===== src/rtl/biquad8_zero_coeff_loader_pkg.sv =====
// Shared definitions for the biquad zero-FIR coefficient loader: register map,
// status bit positions, coefficient format and sequencer state encoding.
package biquad8_zero_coeff_loader_pkg;

    localparam int COEFF_W     = 18;   // Q4.14
    localparam int COEFF_FRAC  = 14;
    localparam int TGT_FIELD_W = 8;    // commit target field, wide enough to detect out-of-range targets

    localparam logic [1:0] ADDR_B1     = 2'd0;
    localparam logic [1:0] ADDR_B02    = 2'd1;
    localparam logic [1:0] ADDR_COMMIT = 2'd2;
    localparam logic [1:0] ADDR_STATUS = 2'd3;

    localparam int STAT_BUSY    = 0;
    localparam int STAT_PEND    = 1;
    localparam int STAT_OVF     = 2;
    localparam int STAT_BYP_LSB = 16;
    localparam int STAT_W1C     = 31;

    typedef enum logic [2:0] {
        ST_IDLE   = 3'd0,
        ST_WR_B   = 3'd1,
        ST_WR_A   = 3'd2,
        ST_UPD    = 3'd3,
        ST_SETTLE = 3'd4
    } seq_state_e;

    function automatic logic [31:0] sext_coeff(input logic [COEFF_W-1:0] c);
        return {{(32-COEFF_W){c[COEFF_W-1]}}, c};
    endfunction

endpackage


===== src/rtl/biquad8_coeff_seq.sv =====
// Commit sequencer: captures a commit into working (or pending) registers and
// drives the b1 write, b02 write and update strobes to one filter.
//
// state     | meaning
// ----------+-----------------------------------------------------------
// ST_IDLE   | no sequence; starts pending commit first, else a new one
// ST_WR_B   | coeff_dat_o = b1, coeff_wr_o[target] high
// ST_WR_A   | coeff_dat_o = b02, coeff_wr_o[target] high
// ST_UPD    | coeff_update_o[target] high
// ST_SETTLE | down-counts SETTLE cycles, then reports done
module biquad8_coeff_seq
    import biquad8_zero_coeff_loader_pkg::*;
#(
    parameter int NFILT  = 2,
    parameter int SETTLE = 4
) (
    input  logic                   clk,
    input  logic                   rst_n,
    input  logic                   commit_i,
    input  logic [TGT_FIELD_W-1:0] commit_tgt_i,
    input  logic [COEFF_W-1:0]     b1_i,
    input  logic [COEFF_W-1:0]     b02_i,
    output logic [COEFF_W-1:0]     coeff_dat_o,
    output logic [NFILT-1:0]       coeff_wr_o,
    output logic [NFILT-1:0]       coeff_update_o,
    output logic                   busy_o,
    output logic                   pending_o,
    output logic                   drop_o,
    output logic                   done_o
);

    localparam int TW = (NFILT > 1) ? $clog2(NFILT) : 1;
    localparam int SW = (SETTLE > 1) ? $clog2(SETTLE) : 1;
    localparam logic [TGT_FIELD_W-1:0] NFILT_LIM = TGT_FIELD_W'(NFILT);

    seq_state_e         state_q, state_d;
    logic [COEFF_W-1:0] wb1_q, wb1_d, wb02_q, wb02_d;
    logic [COEFF_W-1:0] pb1_q, pb1_d, pb02_q, pb02_d;
    logic [TW-1:0]      wtgt_q, wtgt_d, ptgt_q, ptgt_d;
    logic               pend_q, pend_d;
    logic [SW-1:0]      settle_q, settle_d;
    logic               tgt_ok;
    logic [NFILT-1:0]   tgt_hot;

    assign tgt_ok  = commit_i && (commit_tgt_i < NFILT_LIM);
    assign tgt_hot = NFILT'(1) << wtgt_q;

    always_comb begin
        state_d  = state_q;
        wb1_d    = wb1_q;
        wb02_d   = wb02_q;
        wtgt_d   = wtgt_q;
        pb1_d    = pb1_q;
        pb02_d   = pb02_q;
        ptgt_d   = ptgt_q;
        pend_d   = pend_q;
        settle_d = settle_q;
        drop_o   = commit_i && !tgt_ok;
        done_o   = 1'b0;

        if (state_q == ST_IDLE) begin
            if (pend_q) begin
                // Older pending commit goes first; a new one refills the freed slot.
                state_d = ST_WR_B;
                wb1_d   = pb1_q;
                wb02_d  = pb02_q;
                wtgt_d  = ptgt_q;
                pend_d  = 1'b0;
                if (tgt_ok) begin
                    pb1_d  = b1_i;
                    pb02_d = b02_i;
                    ptgt_d = commit_tgt_i[TW-1:0];
                    pend_d = 1'b1;
                end
            end else if (tgt_ok) begin
                state_d = ST_WR_B;
                wb1_d   = b1_i;
                wb02_d  = b02_i;
                wtgt_d  = commit_tgt_i[TW-1:0];
            end
        end else if (tgt_ok) begin
            if (!pend_q) begin
                pb1_d  = b1_i;
                pb02_d = b02_i;
                ptgt_d = commit_tgt_i[TW-1:0];
                pend_d = 1'b1;
            end else begin
                drop_o = 1'b1;
            end
        end

        unique case (state_q)
            ST_WR_B: state_d = ST_WR_A;
            ST_WR_A: state_d = ST_UPD;
            ST_UPD: begin
                state_d  = ST_SETTLE;
                settle_d = SW'(SETTLE - 1);
            end
            ST_SETTLE: begin
                if (settle_q == '0) begin
                    state_d = ST_IDLE;
                    done_o  = 1'b1;
                end else begin
                    settle_d = settle_q - SW'(1);
                end
            end
            default: ;
        endcase
    end

    always_ff @(posedge clk or negedge rst_n) begin
        if (!rst_n) begin
            state_q  <= ST_IDLE;
            wb1_q    <= '0;
            wb02_q   <= '0;
            wtgt_q   <= '0;
            pb1_q    <= '0;
            pb02_q   <= '0;
            ptgt_q   <= '0;
            pend_q   <= 1'b0;
            settle_q <= '0;
        end else begin
            state_q  <= state_d;
            wb1_q    <= wb1_d;
            wb02_q   <= wb02_d;
            wtgt_q   <= wtgt_d;
            pb1_q    <= pb1_d;
            pb02_q   <= pb02_d;
            ptgt_q   <= ptgt_d;
            pend_q   <= pend_d;
            settle_q <= settle_d;
        end
    end

    // Strobes decode straight from the state register so an async reset drops them at once.
    always_comb begin
        coeff_dat_o    = '0;
        coeff_wr_o     = '0;
        coeff_update_o = '0;
        unique case (state_q)
            ST_WR_B: begin
                coeff_dat_o = wb1_q;
                coeff_wr_o  = tgt_hot;
            end
            ST_WR_A: begin
                coeff_dat_o = wb02_q;
                coeff_wr_o  = tgt_hot;
            end
            ST_UPD:  coeff_update_o = tgt_hot;
            default: ;
        endcase
    end

    assign busy_o    = (state_q != ST_IDLE);
    assign pending_o = pend_q;

endmodule


===== src/rtl/biquad8_zero_coeff_loader.sv =====
// Register front end for the zero-FIR coefficient loader: shadow coefficients,
// commit decode, bypass bits, overflow flag, commit counter and readback.
module biquad8_zero_coeff_loader
    import biquad8_zero_coeff_loader_pkg::*;
#(
    parameter int NFILT    = 2,
    parameter int SETTLE   = 4,
    parameter int CNT_BITS = 8
) (
    input  logic               clk,
    input  logic               rst_n,
    input  logic               reg_wr_i,
    input  logic               reg_rd_i,
    input  logic [1:0]         reg_addr_i,
    input  logic [31:0]        reg_dat_i,
    output logic [31:0]        reg_dat_o,
    output logic [COEFF_W-1:0] coeff_dat_o,
    output logic [NFILT-1:0]   coeff_wr_o,
    output logic [NFILT-1:0]   coeff_update_o,
    output logic [NFILT-1:0]   bypass_o,
    output logic               busy_o
);

    logic [COEFF_W-1:0]  b1_q, b1_d, b02_q, b02_d;
    logic [NFILT-1:0]    byp_q, byp_d;
    logic                ovf_q, ovf_d;
    logic [CNT_BITS-1:0] cnt_q, cnt_d;
    logic [31:0]         rdat_q, rdat_d;
    logic [31:0]         status_w;
    logic                commit_w, pend_w, drop_w, done_w;
    logic                unused_dat;

    assign commit_w   = reg_wr_i && (reg_addr_i == ADDR_COMMIT);
    assign unused_dat = ^reg_dat_i[30:COEFF_W];

    biquad8_coeff_seq #(
        .NFILT  (NFILT),
        .SETTLE (SETTLE)
    ) u_seq (
        .clk            (clk),
        .rst_n          (rst_n),
        .commit_i       (commit_w),
        .commit_tgt_i   (reg_dat_i[TGT_FIELD_W-1:0]),
        .b1_i           (b1_q),
        .b02_i          (b02_q),
        .coeff_dat_o    (coeff_dat_o),
        .coeff_wr_o     (coeff_wr_o),
        .coeff_update_o (coeff_update_o),
        .busy_o         (busy_o),
        .pending_o      (pend_w),
        .drop_o         (drop_w),
        .done_o         (done_w)
    );

    always_comb begin
        status_w                             = '0;
        status_w[STAT_BUSY]                  = busy_o;
        status_w[STAT_PEND]                  = pend_w;
        status_w[STAT_OVF]                   = ovf_q;
        status_w[STAT_BYP_LSB +: NFILT]      = byp_q;
    end

    always_comb begin
        b1_d   = b1_q;
        b02_d  = b02_q;
        byp_d  = byp_q;
        ovf_d  = ovf_q;
        cnt_d  = cnt_q;
        rdat_d = '0;

        if (reg_wr_i) begin
            unique case (reg_addr_i)
                ADDR_B1:     b1_d  = reg_dat_i[COEFF_W-1:0];
                ADDR_B02:    b02_d = reg_dat_i[COEFF_W-1:0];
                ADDR_COMMIT: ;
                ADDR_STATUS: begin
                    byp_d = reg_dat_i[NFILT-1:0];
                    if (reg_dat_i[STAT_W1C]) ovf_d = 1'b0;
                end
            endcase
        end
        if (drop_w) ovf_d = 1'b1;
        if (done_w) cnt_d = cnt_q + CNT_BITS'(1);

        // Readback samples current register values, so a same-cycle write is not yet visible.
        if (reg_rd_i) begin
            unique case (reg_addr_i)
                ADDR_B1:     rdat_d = sext_coeff(b1_q);
                ADDR_B02:    rdat_d = sext_coeff(b02_q);
                ADDR_COMMIT: rdat_d = {cnt_q, {(32-CNT_BITS){1'b0}}};
                ADDR_STATUS: rdat_d = status_w;
            endcase
        end
    end

    always_ff @(posedge clk or negedge rst_n) begin
        if (!rst_n) begin
            b1_q   <= '0;
            b02_q  <= '0;
            byp_q  <= '0;
            ovf_q  <= 1'b0;
            cnt_q  <= '0;
            rdat_q <= '0;
        end else begin
            b1_q   <= b1_d;
            b02_q  <= b02_d;
            byp_q  <= byp_d;
            ovf_q  <= ovf_d;
            cnt_q  <= cnt_d;
            rdat_q <= rdat_d;
        end
    end

    assign bypass_o  = byp_q;
    assign reg_dat_o = rdat_q;

endmodule


===== config.mk =====
export PLATFORM = sky130hd
export DESIGN_NAME = biquad8_zero_coeff_loader
export DESIGN_NICKNAME = d
export VERILOG_FILES = /design/src/rtl/biquad8_zero_coeff_loader_pkg.sv /design/src/rtl/biquad8_coeff_seq.sv /design/src/rtl/biquad8_zero_coeff_loader.sv
export SDC_FILE = /design/constraint.sdc
export NUM_CORES = 1
export LEC_CHECK = 0
export BUFFER_PORTS_ARGS = -buffer_cell sky130_fd_sc_hd__buf_2
export CAP_MARGIN = 20
export CELL_PAD_IN_SITES_DETAIL_PLACEMENT = 0
export CELL_PAD_IN_SITES_GLOBAL_PLACEMENT = 1
export CORE_UTILIZATION = 47
export DETAILED_ROUTE_END_ITERATION = 8
export GPL_TIMING_DRIVEN = 0
export PLACE_DENSITY_LB_ADDON = 0.1
export SLEW_MARGIN = 20
export SYNTH_ARGS = -nofsm -noshare
export SYNTH_HDL_FRONTEND = slang
export SYNTH_SLANG_ARGS = --single-unit

===== constraint.sdc =====
create_clock -name clk -period 2.5 [get_ports clk]
set_input_delay 0.5 -clock clk [delete_from_list [all_inputs] [get_ports clk]]
set_output_delay 0.5 -clock clk [all_outputs]
set_load 0.02 [all_outputs]

==> results of run 1 <==
==> worst reg2reg max path: stages, from the launching register on <==
cell and delay, ps:
dfrtp_1 320, clkbuf_1 220, clkbuf_1 640, mux2_2 420, mux2_4 250
==> cells in the mapped netlist (all sizes together) (2+ instances only) <==
cell type  number  area, sq um
nor2b           9         56.3
buf            14          139
clkbuf         20         75.1
nand4           2         12.5
dfrtp         154         3850
nand3           2         10.0
nand2b          3         18.8
xor2            3         26.3
a21oi          10         50.1
mux2          153         1910
o211ai          2         15.0
xnor2           6         52.6
inv             4         15.0
nand2           9         41.3
o21ai          10         50.1
mux2i          15          150
a22oi           5         37.5
and3            2         12.5
and2           11         68.8
ha              2         25.0
nor2           21         78.8
a22o           18          158
==> routing by layer <==
layer  share of wire  vias to the layer above  track usage
met1            0.46                     2188        0.296
met3           0.038                       22       0.0540
met2            0.48                       79        0.346
li1                -                     1946            -
met5               0                        -            0
met4           0.016                        0       0.0796
==> layout make-up <==
class | instances | area, sq um | share of cell area
Timing Repair Buffer | 85 | 470 | 0.0561
Sequential cell | 154 | 3850 | 0.460
Inverter | 4 | 15.0 | 0.00179
Buffer | 34 | 243 | 0.0290
Tap cell | 184 | 230 | 0.0275
Clock buffer | 20 | 447 | 0.0533
Multi-Input combinational cell | 297 | 2920 | 0.349
Clock inverter | 12 | 195 | 0.0233
Antenna cell | 1 | 2.50 | 0.000299
==> timing repair <==
action / CTS / global route
endpoints found under the setup margin: 20 / 18
buffers inserted: 4 / 1
resized for setup: 12 / 5
==> power groups by stage <==
stage | clock [W] | sequential, W | combinational (W)
6_report | 0.00280 | 0.00301 | 0.00129
5_1_grt | 0.00298 | 0.00305 | 0.00141
4_1_cts | 0.00285 | 0.00300 | 0.00128
3_3_place_gp | 0 | 0.00303 | 0.00117
3_5_place_dp | 0 | 0.00304 | 0.00120
2_1_floorplan | 0 | 0.00303 | 0.000777
==> cell usage in the layout (no fill, tap or decap), types with 4 or more instances in the layout <==
cell / synthesis / layout
a21oi_1: 10 / 10
a22o_1: 18 / 18
a22oi_1: 5 / 5
and2_1: 11 / 11
buf_2: 1 / 79
buf_4: 6 / 11
buf_6: 4 / 4
bufinv_16: 0 / 5
clkbuf_1: 20 / 17
clkbuf_16: 0 / 17
clkinv_2: 0 / 4
dfrtp_1: 154 / 153
inv_1: 4 / 4
mux2_2: 104 / 104
mux2_4: 49 / 49
mux2i_1: 15 / 15
nand2_1: 8 / 8
nor2_1: 21 / 21
nor2b_1: 9 / 8
o21ai_0: 10 / 10
xnor2_1: 6 / 6
==> cell families (layout without fill, tap and decap cells) <==
logic type / count (synthesis) / after routing / share of synthesized area
muxes: 168 / 168 / 0.294
DFF: 154 / 154 / 0.551
and+or+nand+nor: 67 / 67 / 0.0551
AOI/OAI and AO/OA: 50 / 50 / 0.0505
buffers and inverters: 38 / 155 / 0.0327
xor gates and xnor gates: 9 / 9 / 0.0113
adders and majority gates: 3 / 3 / 0.00501
other: 0 / 1 / 0
==> worst max path at each step <==
stage,startpoint,end,slack [ps]
after floorplan,reg_dat_i[4],u_seq.wb02_q[0],220
after global placement,rst_n,u_seq.pb1_q[8],-1340
after detailed placement,u_seq.state_q[0],coeff_dat_o[2],-650
after CTS,u_seq.state_q[0],coeff_wr_o[1],20
after global routing,u_seq.state_q[0],coeff_wr_o[0],2
final,u_seq.state_q[2],coeff_dat_o[13],90
==> metrics by stage <==
stage | TNS [ps] | cell area [sq um]
2_1_floorplan | 0 | 6990
3_3_place_gp | -214350 | 7620
3_5_place_dp | -12040 | 7650
4_1_cts | 0 | 8360
5_1_grt | 0 | 8380
6_report | 0 | 8380
==> registers in the layout, indices dropped and copies added, names as in the netlist, 2 cells and up <==
signal / flops
u_seq.state_q: 3
u_seq.wb1_q: 18
u_seq.settle_q: 2
b02_q: 18
u_seq.wb02_q: 18
bypass_o: 2
u_seq.pb1_q: 18
reg_dat_o: 27
b1_q: 18
u_seq.pb02_q: 18
cnt_q: 8
==> results by group, run 1 <==
CTS
  • Total clock buffers created by CTS: 17
  • CTS tree: done
  • Clock sinks: around 150
  • H-tree Lvls: 4
  • CTS max path bufs: 2
  • CTS Hold Bufs: 0
  • Reg clk slew, reported paths: 60 ps
  • CTS root buf: clkbuf_16
  • Clk Latency, worst-skew pair: about 420 ps

Routing
  • Residual DRC count: 0
  • Via-to-Cell Ratio: 5.35
  • Routed Antenna Nets: 0
  • Initial drt markers: 242
  • Drt wl/cell: 19.8 microns
  • Initial DRT Pass Iterations: 4
  • Via Count: 4,235
  • Total Routed Length: 15,600 microns

Pwr
  • Flop pwr share: 0.424
  • Combinational share of power: 0.181
  • VDD IR-drop max: 0.514 mV
  • P_leak: 4.20 nW
  • Sw Ratio: 0.270
  • Clock power share: 0.395
  • PwrDens: 847 nW/um^2
  • P_sw: 0.00191 W
  • Int Pwr: 0.00518 W
  • Total power draw: slightly above 0.007 W

Worst setup path
  • Crit path max-delay family: buffers and inverters
  • Worst endpoint required time: 2000 ps
  • Crit path largest cell delay: 470 ps
  • Most common cell on crit path: clkbuf_8
  • CP Buf/Inv Count: 3
  • CP arrival: 1910 ps
  • Stages on worst setup path: 6
  • RR Endpoint: u_seq.wb02_q[5]
  • Slowest CP cell: dfrtp_2
  • R2r worst-path depth: 4
  • Critical path cell sequence: nor2b_4, nor2b_1, clkbuf_8, clkbuf_8, a22o_1, buf_2
  • Crit end category: primary output
  • R2R Setup Slk: approximately 530 ps
  • Reg-to-reg critical path startpoint: u_seq.pending_o
  • Setup CP Type: flip-flop to primary output
  • Crit Path Max Fanout: 10
  • Critical path launch point type: flip-flop

Place
  • Placed cells: 753
  • Place WS: -649 ps
  • IO Port Bufs: 79
  • Final HPWL DP: between 9000 and 10,000 microns
  • Final Wtd Congestion: 0.733

Synthesis
  • Post-synthesis register bit count: 154
  • Syn Nets: 529
  • Synthesis Warnings: 0
  • Async S/R FF share, synth: 1.00
  • Synth Instances: roughly 490
  • Main synth FF type: dfrtp_1
  • Synthesized area: 6990 sq um
  • Sequential-to-total area share from yosys stat: 0.551
  • Avg Cell Area, Syn: between 10 and 15 sq um
  • Post-synth EDFFs: 0
  • Yosys cell types: 42

Cells and area
  • Core Util, Final: 0.577
  • P&R area growth vs syn: 19.8%
  • Share of cells above drive strength 1: 0.488
  • Cell Count, Final, Fillers Out: 791
  • Layout Nets: 633
  • Filler cell count: 1,228

Floorplan
  • DIE AREA: ~15,000 sq um
  • Initial Util: 0.481
  • Die width: 124 microns
  • Core Region: 14,500 sq um
  • # IOs: 95
  • Die Height: around 120 microns
  • Row count: 44

STA
  • Final clock skew: roughly 11 ps
  • Worst Hold Slack: 46.7 ps
  • Post-route worst setup slack: 87.0 ps
  • Slew Viols, Final: 0
  • RSZ-0062 raised after global routing: no
  • Fin crit share: 0.965
  • Final min period: 2410 ps
  • Hold Vio Cnt, Final: 0
  • Rel. slew slack: 0.314
  • Worst Tran Pin Value: 1030 ps
  • Final setup fails: 0
  • F_max: 414 MHz

Global route
  • Largest net degree at the start of global routing: 81
  • Global-route wire length before repair: approximately 24,000 microns
  • Overall Global Routing Usage: 0.220
  • Vias in the first global route: 4,252
  • Total global routing overflow: 0
  • Antenna violations before repair: 1

Min path
  • Worst hold path class: input pin to async pin

Run status
  • Status: completed

Run
  • Max-cap violations: 0
Note: power is estimated with default switching activity, not from simulation.
==> run 2: changes to the inputs <==
--- a/config.mk
+++ b/config.mk
@@ -9,7 +9,7 @@
 export CAP_MARGIN = 20
 export CELL_PAD_IN_SITES_DETAIL_PLACEMENT = 0
 export CELL_PAD_IN_SITES_GLOBAL_PLACEMENT = 1
-export CORE_UTILIZATION = 47
+export CORE_UTILIZATION = 51
 export DETAILED_ROUTE_END_ITERATION = 8
 export GPL_TIMING_DRIVEN = 0
 export PLACE_DENSITY_LB_ADDON = 0.1
==> constraint.sdc (replaced) <==
create_clock -name clk -period 2.9 [get_ports clk]
set_input_delay 0.29 -clock clk [delete_from_list [all_inputs] [get_ports clk]]
set_output_delay 0.29 -clock clk [all_outputs]
set_load 0.02 [all_outputs]
==> run 2 against run 1 <==
Net effect:
- final cell count fell by 1.6%
- non-clock buffer count down 4
- combinational power is 20% lower
- cell area decreased by 2.1%
- largest power group unchanged
- highest routed layer unchanged
==> results by group, run 2 (synthesis results as in run 1) <==
Cells and area
  • FF+latch area: about 3900 sq um
  • Commonest non-fill, non-tap cell in the layout: dfrtp_1
  • Antenna Cells: 0
  • Max reg flops: 27
  • Layout Nets: 629
  • P&R area growth vs syn: 17.3%
  • Filler cell count: 1,085
  • Share of cells above drive strength 1: 0.478
  • Most frequent cells in the layout: dfrtp_1, mux2_2, buf_2, mux2_4, nor2_1
  • Multi-input gate area: 2910 sq um
  • Final instance area: 8200 sq um

STA
  • Hold Vio Cnt, Final: 0
  • Final clock skew: 8.34 ps
  • F_max: between 300 and 400 MHz
  • Worst Tran Pin Value: 926 ps
  • Final min period: about 2700 ps
  • Slew Viols, Final: 0
  • Worst Hold Slack: 107 ps
  • Fin crit share: 0.938
  • RSZ-0062 raised after global routing: no
  • Rel. slew slack: 0.383
  • Final setup fails: 0

Worst setup path
  • CP Buf/Inv Count: 3
  • Worst endpoint required time: 2610 ps
  • Crit path max-delay family: buffers and inverters
  • R2r worst-path depth: 5
  • Critical path launch point type: flip-flop
  • CP arrival: 2430 ps
  • Crit path largest cell delay: 450 ps
  • RR Endpoint: u_seq.pb1_q[14]
  • Crit end category: primary output
  • Setup CP Type: flip-flop to primary output
  • R2R Setup Slk: 770 ps
  • Critical path cell sequence: nor2b_2, nor2b_1, clkbuf_2, clkbuf_2, a22o_1, buf_2
  • Crit Path Max Fanout: 10
  • Reg-to-reg critical path startpoint: u_seq.state_q[0]
  • Slowest CP cell: dfrtp_1
  • Most common cell on crit path: clkbuf_2

CTS
  • Total clock buffers created by CTS: 17
  • CTS max path bufs: 2
  • CTS tree: done
  • H-tree Lvls: 4
  • Clk Latency, worst-skew pair: roughly 430 ps
  • CTS root buf: clkbuf_16
  • Reg clk slew, reported paths: 60 ps
  • Clock sinks: 154

Place
  • IO Port Bufs: 79
  • Final HPWL DP: 9980 microns
  • Final Wtd Congestion: 0.772
  • Placed Area: 7640 sq um

Global route
  • Overall Global Routing Usage: 0.233
  • Vias in the first global route: 4,340
  • Total global routing overflow: 0
  • Antenna violations before repair: 0
  • Global-route wire length before repair: 24,300 microns
  • Largest net degree at the start of global routing: 96

Floorplan
  • Die width: 119 microns
  • Die Height: 119 microns
  • Initial Util: 0.526
  • Core Region: around 13,000 sq um
  • Row count: 42
  • DIE AREA: 14,200 sq um
  • # IOs: 95

Min path
  • Worst hold path class: input pin to flip-flop
  • Worst Hold End: b1_q[10]
  • WHS Path Cells: 2
  • Hold_sp: reg_dat_i[10]

Pwr
  • VDD IR-drop max: 0.451 mV
  • PwrDens: 690 nW/um^2
  • P_leak: 4.10 nW

Routing
  • Residual DRC count: 0
  • Total Routed Length: 15,400 microns
  • Initial DRT Pass Iterations: 4
  • Via Count: between 4,000 and 5,000
  • Drt wl/cell: around 20 microns
  • Routed Antenna Nets: 0
  • Via-to-Cell Ratio: 5.39
  • Initial drt markers: between 150 and 200

Run
  • Max-cap violations: 0

Run status
  • Status: completed
run 2: worst max-delay path by stage:
stage	startpoint	endpoint	slack, ps	cells past startpoint
4_1_cts	u_seq.state_q[0]	coeff_dat_o[16]	30	6
6_report	u_seq.state_q[0]	coeff_dat_o[16]	180	6
2_1_floorplan	reg_dat_i[4]	u_seq.wb02_q[0]	830	6
3_3_place_gp	rst_n	u_seq.wb1_q[8]	-670	1
5_1_grt	u_seq.state_q[0]	coeff_dat_o[16]	20	6
3_5_place_dp	u_seq.state_q[0]	coeff_dat_o[16]	-30	6
run 2: metrics by stage:
stage	total power (W)	util	setup WS [ps]	setup TNS (ps)	cells
2_1_floorplan	0.00328	-	835	0	489
3_3_place_gp	0.00361	0.572	-672	-102150	744
3_5_place_dp	0.00366	0.575	-34.6	-48.5	745
4_1_cts	0.00571	0.617	27.7	0	778
5_1_grt	0.00591	0.617	18.1	0	778
6_report	0.00566	0.617	179	0	778
run 2: routing by layer:
layer / global-route usage / wire length, microns
met1: 0.306 / 6850
met2: 0.376 / 7500
met3: 0.0575 / 729
met4: 0.0831 / 277
met5: 0 / 0
run 2: repair_timing:
item,in CTS,in global routing
setup buffers,0,0
endpoints found under the setup margin,10,10
hold endpoints to repair,94,0
resized for setup,2,1
hold buffers,1,0
run 2: area by class of cell:
cell class,count,area share
inverter,4,0.00183
clock inverter,15,0.0143
clock buffer,17,0.0519
multi-input combinational,297,0.355
sequential,154,0.470
tap,176,0.0268
timing repair buffer,81,0.0540
buffer,34,0.0264
run 2: power breakdown:
group / internal, W / leakage [nW] / switching, W
clock network: 0.00111 / 0.253 / 0.000931
logic: 0.000468 / 1.81 / 0.000560
registers: 0.00239 / 2.04 / 0.000205
run 2: worst reg2reg max path: stages, from the launching register on:
cell and delay [ps]:
dfrtp_1 440, nor3_1 560, xnor2_1 210, nand2_4 220
buf_6 240, mux2_4 330
==> run 3: changes to the inputs <==
--- a/config.mk
+++ b/config.mk
@@ -5,11 +5,12 @@
 export SDC_FILE = /design/constraint.sdc
 export NUM_CORES = 1
 export LEC_CHECK = 0
+export ABC_AREA = 1
 export BUFFER_PORTS_ARGS = -buffer_cell sky130_fd_sc_hd__buf_2
 export CAP_MARGIN = 20
 export CELL_PAD_IN_SITES_DETAIL_PLACEMENT = 0
 export CELL_PAD_IN_SITES_GLOBAL_PLACEMENT = 1
-export CORE_UTILIZATION = 51
+export CORE_UTILIZATION = 46
 export DETAILED_ROUTE_END_ITERATION = 8
 export GPL_TIMING_DRIVEN = 0
 export PLACE_DENSITY_LB_ADDON = 0.1
==> run 3 against run 2 <==
Net effect:
- global-route usage increased by 0.47 points
- core utilization decreased by 5.1 points
- synthesized area increased by 0.93%
- total power increased by 2.7%
- maximum frequency increased by 12%
- routed wire length increased by 15%
- first-iteration DRC count increased to 2.8 times the previous value
- register-to-register slack improved by 350 ps
- worst hold slack about the same
- sequential power decreased by 2%
- synthesized cell count increased by 80%
- largest power group unchanged
==> results by group, run 3 <==
Place
  • Final Wtd Congestion: 0.783
  • IO Port Bufs: between 80 and 90
  • Final HPWL DP: 13,000 microns
  • Placed Area: between 7000 and 8000 sq um

Worst setup path
  • CP arrival: 2140 ps
  • Slowest CP cell: dfrtp_1
  • R2R Setup Slk: 1120 ps
  • RR Endpoint: u_seq.pb02_q[16]
  • Critical path launch point type: flip-flop
  • Crit path largest cell delay: 390 ps
  • R2r worst-path depth: 6
  • Setup CP Type: flip-flop to primary output
  • Critical path cell sequence: inv_1, nand3_1, clkbuf_1, o22ai_1, buf_2
  • Worst endpoint required time: about 2600 ps
  • Crit Path Max Fanout: 10
  • Reg-to-reg critical path startpoint: u_seq.state_q[1]
  • Crit end category: primary output

Cells and area
  • Layout Nets: 1,020
  • Antenna Cells: 0
  • Commonest non-fill, non-tap cell in the layout: nand2_1
  • P&R area growth vs syn: 18.2%
  • FF+latch area: approximately 3900 sq um
  • Final instance area: 8340 sq um
  • Max reg flops: 27
  • Share of cells above drive strength 1: 0.157
  • Most frequent cells in the layout: nand2_1, dfrtp_1, inv_1, buf_2, nand3_1
  • Filler cell count: 1,398
  • Multi-input gate area: 2560 sq um

Floorplan
  • Core Region: 14,800 sq um
  • # IOs: 95
  • Row count: 44
  • DIE AREA: around 16,000 sq um
  • Die Height: between 100 and 150 microns
  • Die width: 126 microns
  • Initial Util: 0.478

Routing
  • Initial drt markers: 493
  • Routed Antenna Nets: 0
  • Residual DRC count: 0
  • Total Routed Length: 17,700 microns
  • Initial DRT Pass Iterations: 5
  • Drt wl/cell: 15.1 microns
  • Via-to-Cell Ratio: about 5.1
  • Via Count: 5,980

Pwr
  • P_leak: 4.52 nW
  • VDD IR-drop max: about 0.42 mV
  • Total power draw: 0.00581 W
  • PwrDens: 696 nW/um^2

STA
  • Final min period: 2430 ps
  • Worst Tran Pin Value: 644 ps
  • Final clock skew: 9.17 ps
  • Slew Viols, Final: 0
  • RSZ-0062 raised after global routing: no
  • Final setup fails: 0
  • Hold Vio Cnt, Final: 0
  • Fin crit share: 0.838
  • F_max: 411 MHz
  • Rel. slew slack: 0.568
  • Worst Hold Slack: 107 ps

CTS
  • Post-CTS Resized: 0
  • Clk Latency, worst-skew pair: 430 ps
  • H-tree Lvls: 4
  • CTS max path bufs: 2
  • Total clock buffers created by CTS: 17
  • Clock sinks: 154
  • CTS root buf: clkbuf_16
  • Reg clk slew, reported paths: 60 ps
  • CTS tree: done
  • Number of setup buffers added after CTS: 0
  • CTS Hold Bufs: 1

Synthesis
  • Async S/R FF share, synth: 1.00
  • Synth top area cells: dfrtp_1, nand2_1, nand3_1
  • Post-synthesis register bit count: 154
  • Most numerous cell in the Yosys netlist: nand2_1
  • Synth Instances: 878
  • Avg Cell Area, Syn: 8.04 sq um
  • Area leader, netlist: dfrtp_1
  • Syn Nets: between 900 and 1,000
  • Synth cell count leaders: nand2_1, dfrtp_1, inv_1, nand3_1, o21ai_0
  • Post-synth EDFFs: 0
  • Synthesized area: 7060 sq um
  • Sequential-to-total area share from yosys stat: 0.546
  • Yosys cell types: 27
  • Yosys top cell area share: 0.546
  • Main synth FF type: dfrtp_1
  • Synthesis Warnings: 0

Run
  • Max-cap violations: 0

Global route
  • Antenna violations before repair: 0
  • Vias in the first global route: around 5,700
  • Overall Global Routing Usage: 0.238
  • Total global routing overflow: 0
  • Global-route wire length before repair: between 20,000 and 30,000 microns
  • Largest net degree at the start of global routing: 79

Min path
  • Worst hold path class: input pin to flip-flop
  • Worst Hold End: u_seq.ptgt_q
  • WHS Path Cells: 3
  • Hold_sp: reg_dat_i[0]

Run status
  • Status: completed
==> run 3: cell count changes after synthesis, sizes merged, moves of 19 or more <==
cell   change
nand3     +83
inv       +87
nand2    +354
o21ai     +47
mux2     -153
o22ai     +19
==> run 3: metrics by stage <==
step                setup slack, ps  setup TNS, ps  utilization  cells
floorplan                      1260              0            -    878
global placement               -724        -108870        0.521   1143
detailed placement              909              0        0.524   1144
CTS                             448              0        0.566   1177
global route                    382              0        0.566   1177
finish                          469              0        0.566   1177
==> run 3: logic make-up after synthesis <==
kind of cell    after synthesis  share of synthesized area
buf+inv                     139                     0.0913
xor+xnor                      3                    0.00372
flops                       154                      0.546
fa+ha+maj                     2                    0.00355
compound gates              103                     0.0780
simple gates                477                      0.277
==> run 3: how the worst max path moves through the flow <==
stage | startpoint | endpoint | slack [ps]
6_report | u_seq.state_q[2] | coeff_dat_o[17] | 470
5_1_grt | u_seq.state_q[2] | coeff_dat_o[17] | 380
4_1_cts | u_seq.state_q[2] | coeff_dat_o[17] | 450
3_5_place_dp | u_seq.state_q[2] | coeff_dat_o[17] | 910
3_3_place_gp | rst_n | b1_q[12] | -720
2_1_floorplan | u_seq.state_q[2] | coeff_dat_o[11] | 1260
==> run 3: per-layer routing <==
metal | track usage | up-vias | share of wire
li1 | - | 2958 | -
met1 | 0.350 | 2817 | 0.50
met2 | 0.345 | 182 | 0.42
met3 | 0.0552 | 23 | 0.064
met4 | 0.0822 | 0 | 0.016
met5 | 0 | - | 0
==> run 3: report_power, final <==
part,switching [W],leakage (nW),internal [W]
registers,0.000200,2.06,0.00235
clock network,0.000906,0.282,0.00134
logic,0.000705,2.18,0.000310
==> run 3: cell type report <==
cell class	count	area share
timing repair buffer	83	0.0543
multi-input combinational	585	0.307
clock buffer	20	0.0559
clock inverter	12	0.0165
tap	184	0.0276
inverter	92	0.0414
sequential	154	0.462
buffer	47	0.0358
==> run 3: worst max-delay path, delay by kind of cell (launching register included) <==
family,cells,cell delay (ps)
buffers and inverters,3,760
AND/OR/NAND/NOR,1,360
flip-flops,1,390
AO/OA/AOI/OAI,1,210
